==> src/rtl/pipe_stall_ctrl.sv <==
// Pipeline stall/flush controller: merges per-stage stall requests, sequences
// exception/ERET flushes with a redirect PC, and tracks stall watchdog/statistics.
module pipe_stall_ctrl #(
   parameter int                STAGES  = 6,
   parameter int                NREQ    = 4,
   parameter int                ADDR_W  = 32,
   parameter logic [ADDR_W-1:0] EXC_VEC = ADDR_W'(32'h0000_0020),
   parameter int                TIMEOUT = 1024
) (
   input  logic              clk,
   input  logic              rst,
   input  logic [NREQ-1:0]   stallreq,
   input  logic              excp_valid,
   input  logic              excp_is_eret,
   input  logic [ADDR_W-1:0] epc,
   output logic [STAGES-1:0] stall,
   output logic              flush,
   output logic [ADDR_W-1:0] new_pc,
   output logic              stall_timeout,
   output logic [31:0]       stall_cycles
);

   localparam logic [0:0] RUN_ST   = 1'b0;
   localparam logic [0:0] FLUSH_ST = 1'b1;
   localparam int         RUN_W    = $clog2(TIMEOUT + 1);
   localparam logic [RUN_W-1:0] TMO_C = RUN_W'(TIMEOUT);

   logic [0:0]        r_state;
   logic              r_flush;
   logic [ADDR_W-1:0] r_new_pc;
   logic              r_timeout;
   logic [RUN_W-1:0]  r_stall_run;
   logic [31:0]       r_stall_cycles;
   logic [STAGES-1:0] w_stall;

   // Highest requester wins: it and everything upstream of it hold.
   always_comb begin
      w_stall = '0;
      if (!rst) begin
         w_stall = '0;
      end else if (r_state == FLUSH_ST) begin
         w_stall = '0;
      end else if (excp_valid) begin
         w_stall = {STAGES{1'b1}};
      end else begin
         for (int i = 0; i < NREQ; i++) begin
            if (stallreq[i]) begin
               w_stall = {STAGES{1'b1}} >> (STAGES - 2 - i);
            end else begin
               w_stall = w_stall;
            end
         end
      end
   end

   // RUN/FLUSH sequencing; the redirect target is latched on the freeze cycle.
   always_ff @(posedge clk or negedge rst) begin
      if (!rst) begin
         r_state  <= RUN_ST;
         r_flush  <= 1'b0;
         r_new_pc <= '0;
      end else if (r_state == FLUSH_ST) begin
         r_state  <= RUN_ST;
         r_flush  <= 1'b0;
         r_new_pc <= '0;
      end else if (excp_valid) begin
         r_state  <= FLUSH_ST;
         r_flush  <= 1'b1;
         r_new_pc <= excp_is_eret ? epc : EXC_VEC;
      end else begin
         r_state  <= RUN_ST;
         r_flush  <= 1'b0;
         r_new_pc <= '0;
      end
   end

   // Watchdog run length; the sticky flag is only released by a flush.
   always_ff @(posedge clk or negedge rst) begin
      if (!rst) begin
         r_stall_run <= '0;
         r_timeout   <= 1'b0;
      end else begin
         if (!w_stall[0]) begin
            r_stall_run <= '0;
         end else if (r_stall_run != TMO_C) begin
            r_stall_run <= r_stall_run + RUN_W'(1);
         end else begin
            r_stall_run <= r_stall_run;
         end

         if (r_state == FLUSH_ST) begin
            r_timeout <= 1'b0;
         end else if (w_stall[0] && (r_stall_run >= (TMO_C - RUN_W'(1)))) begin
            r_timeout <= 1'b1;
         end else begin
            r_timeout <= r_timeout;
         end
      end
   end

   // Saturating total of stalled cycles.
   always_ff @(posedge clk or negedge rst) begin
      if (!rst) begin
         r_stall_cycles <= 32'd0;
      end else if (w_stall[0] && (r_stall_cycles != 32'hFFFF_FFFF)) begin
         r_stall_cycles <= r_stall_cycles + 32'd1;
      end else begin
         r_stall_cycles <= r_stall_cycles;
      end
   end

   assign stall         = w_stall;
   assign flush         = r_flush;
   assign new_pc        = r_new_pc;
   assign stall_timeout = r_timeout;
   assign stall_cycles  = r_stall_cycles;

endmodule

==> config.mk <==
export PLATFORM = sky130hd
export DESIGN_NAME = pipe_stall_ctrl
export DESIGN_NICKNAME = d
export VERILOG_FILES = /design/src/rtl/pipe_stall_ctrl.sv
export SDC_FILE = /design/constraint.sdc
export NUM_CORES = 1
export LEC_CHECK = 0
export BUFFER_PORTS_ARGS = -buffer_cell sky130_fd_sc_hd__buf_4
export CELL_PAD_IN_SITES_DETAIL_PLACEMENT = 1
export CELL_PAD_IN_SITES_GLOBAL_PLACEMENT = 2
export CORE_MARGIN = 2
export CORE_UTILIZATION = 24
export CTS_BUF_LIST = sky130_fd_sc_hd__clkbuf_4
export CTS_CLUSTER_DIAMETER = 60
export DETAILED_ROUTE_END_ITERATION = 6
export MAX_ROUTING_LAYER = met4
export PLACE_DENSITY_LB_ADDON = 0.1
export SYNTH_ARGS = -nofsm -noshare
export SYNTH_HDL_FRONTEND = slang
export SYNTH_SLANG_ARGS = --single-unit
==> constraint.sdc <==
create_clock -name clk -period 4.55 [get_ports clk]
set_input_delay 0.91 -clock clk [delete_from_list [all_inputs] [get_ports clk]]
set_output_delay 0.91 -clock clk [all_outputs]
set_load 0.02 [all_outputs]
==> metrics <==
Syn Inst Count 295; Yosys cell types 38; mux contribution to synthesized area 0.337%; Buf+Inv Stages, Crit Path 4; Pre-antenna DRT Iters 4; Yosys top cell area share 57.6%; first-pass GRT wire length 15600 µm; wire per inst 16.3 µm; post-synthesis adder-cell area fraction 1.12%; CP startpoint kind input port; Post-Syn Area 3340 µm²; Worst R2R Setup Slack 2.42 ns; Skew-Pair Late Insertion Delay 0.46 ns; Avg Cell Area, Syn 11.3 µm²; CP cell instances buf_4 -> or4_4 -> o21bai_4 -> buf_4 -> inv_1 -> buf_4; initial antenna violation count 1; complex-gate fraction of the synthesized area 2.28%; Clock power frac 34.7%; Reg clk slew, reported paths 0.12 ns; CP max FO 17; WS Path Type in -> out; gr usage total 14.3%; switching power 0.443 mW; total negative slack 0 ns; Pwr Density 341 nW/µm²; clk buf depth 2; Worst setup EP type primary output; post-synthesis sequential area ratio 57.6%; sequential share of power 49.6%; Initial Utilization 24.4%; number of cells on the critical path 6; Max IR drop VDD 0.106 mV; Synth area leader dfrtp_1; Fin Clk Skew 0.0204 ns; GPL Wtd Cong 0.719; vias in the first global route 2844; I/O pin cnt 112; Syn. warnings 0; die footprint 14900 µm²; period utilization 68.3%; Non-Filler Instances 593; Min Clock Period, post-route 3.11 ns; hpwl dp 6900 µm; core box area 13700 µm²; switch share 28.4%; Synth area leaders dfrtp_1, and3_1, xnor2_1; post-route cell area 4560 µm²; Iteration-0 DRC Markers 109; Top Family by Delay on Critical Path buffers and inverters; worst hold path class in -> async; Die H 122 µm; via-per-instance ratio 4.56; fin worst setup slack 1.44 ns; Area after DPL 4370 µm²; slowest stage delay, CP 0.56 ns; Synth Area in XOR/XNOR 10.5%; reg2reg start stall_cycles[0]; Chip Width 122 µm; CTS tree yes; share of post-route cells with drive strength above 1 33.7%; outcome completed; Top cell by count, worst path buf_4; H-tree Lvls 3; Util after Layout 33.3%; synthesis-to-layout area growth 36.5%; # resized after CTS 0; Req. time, crit path 3.64 ns; FF+latch count, synth 77; async set-reset flop share out of synthesis 100%; endpoints failing setup 0; WL final 9650 µm; post-synthesis simple-gate area fraction 25.6%; Gate power share 15.7%; Lkg Pwr 2.28 nW; Arrival @ worst endpoint 2.20 ns; number of port buffers 111; R2R cell count 6; Slew @ Worst Pin 0.601 ns; Site Rows 43; dpl ws 1.39 ns; RSZ-0062 raised after global routing false; total CTS buffers 9; DRT antenna net count 0; global route overflow 0; largest net degree at the start of global routing 47; final hold vios 0; total of max-cap violations 0; Sink Count 77; Main synth FF type dfrtp_1; root buffer cell clkbuf_4; largest family of logic cells by synthesized area simple AND/OR/NAND/NOR gates; cts-stage hold buffer count 0; cell internal pwr 1.11 mW; nets 450; Final Max Tran Viols 0; via count 2706; final routed DRC violation total 0; Worst setup startpoint excp_valid; Post-synth EDFFs 0; fillers 1566; slowest library cell on the worst path or4_4; Setup Buffers After CTS 0; slew margin rel. 59.9%; dpl cells 576; post-synthesis net count 338; Peak Freq 322 MHz
-- synthesized netlist by cell type (3+ instances only) --
library cell / count
a21oi_1: 3
and3_1: 40
and4_1: 3
buf_2: 3
clkbuf_1: 10
dfrtp_1: 77
ha_1: 3
inv_1: 7
nand2_1: 14
nand3_1: 9
nand4_1: 30
nor2_1: 25
nor2b_1: 3
xnor2_1: 25
xor2_1: 15
-- path summary, 6_finish.rpt --
path                               endpoint
setup / recovery                   stall[1]
hold / removal              r_stall_run[10]
setup reg to reg           stall_cycles[18]
hold reg to reg            stall_cycles[31]
max in group asynchronous        new_pc[19]
min in group clk           stall_cycles[31]
-- final cells by class --
| cell class | instances | area (µm²) | share of cell area (%) |
|---|---|---|---|
| repair buffers | 115 | 863 | 18.9 |
| multi-input cells | 197 | 1330 | 29.2 |
| diodes | 1 | 2.50 | 0.0548 |
| flip-flops and latches | 77 | 1930 | 42.2 |
| inverters | 7 | 26.3 | 0.576 |
| clock inverters | 6 | 111 | 2.44 |
| well taps | 180 | 225 | 4.94 |
| clock buffers | 10 | 75.1 | 1.65 |
-- per-layer routing --
metal  vias up  GRT usage [%]  share of wire (%)
met5         -              -                  0
li1       1266              -                  -
met4         0           6.68                2.1
met2        71           20.5                 45
met3        13           4.17                6.2
met1      1356           18.5                 46
-- logic make-up after synthesis --
| group | Yosys count |
|---|---|
| AOI/OAI and AO/OA | 9 |
| xor gates and xnor gates | 40 |
| adders and majority gates | 3 |
| buffers and inverters | 21 |
| DFF | 77 |
| muxes | 1 |
| and+or+nand+nor | 144 |
-- flip-flops by register name, indices dropped and copies added (netlist names) --
signal and cells:
stall_timeout 1, r_stall_run 11, flush 1, new_pc 32, stall_cycles 32
-- worst reg2reg max path: cells and delay by family, from the launching register on --
kind	cells	cell delay (ns)
and+or+nand+nor	4	1.18
DFF	1	0.42
adders and majority gates	1	0.30
xor gates and xnor gates	1	0.17
-- power by group through the flow --
stage	clock (mW)	sequential, mW	combinational (mW)
finish	0.540	0.772	0.245
global route	0.595	0.782	0.272
CTS	0.569	0.773	0.251
detailed placement	0	0.786	0.251
global placement	0	0.785	0.247
floorplan	0	0.817	0.0785
-- cells in the final DEF (no fill, tap or decap), drive strengths merged, types with 3 or more instances in the layout --
cell	netlist	final
xnor2	25	25
dfrtp	77	77
clkbuf	10	10
nor2	25	25
nor4	4	4
bufinv	0	3
nand4	31	31
nor2b	3	3
nand3	9	9
inv	7	7
nand2	14	14
a21oi	3	3
ha	3	3
and4	3	3
buf	4	115
and3	40	40
xor2	15	15
-- stage by stage --
stage,power (mW),hold slack (ns)
4_1_cts,1.59,0.377
2_1_floorplan,0.895,0.520
3_5_place_dp,1.04,0.503
3_3_place_gp,1.03,0.497
5_1_grt,1.65,0.398
6_report,1.56,0.394
No activity file was read; power rests on OpenSTA's default activity.
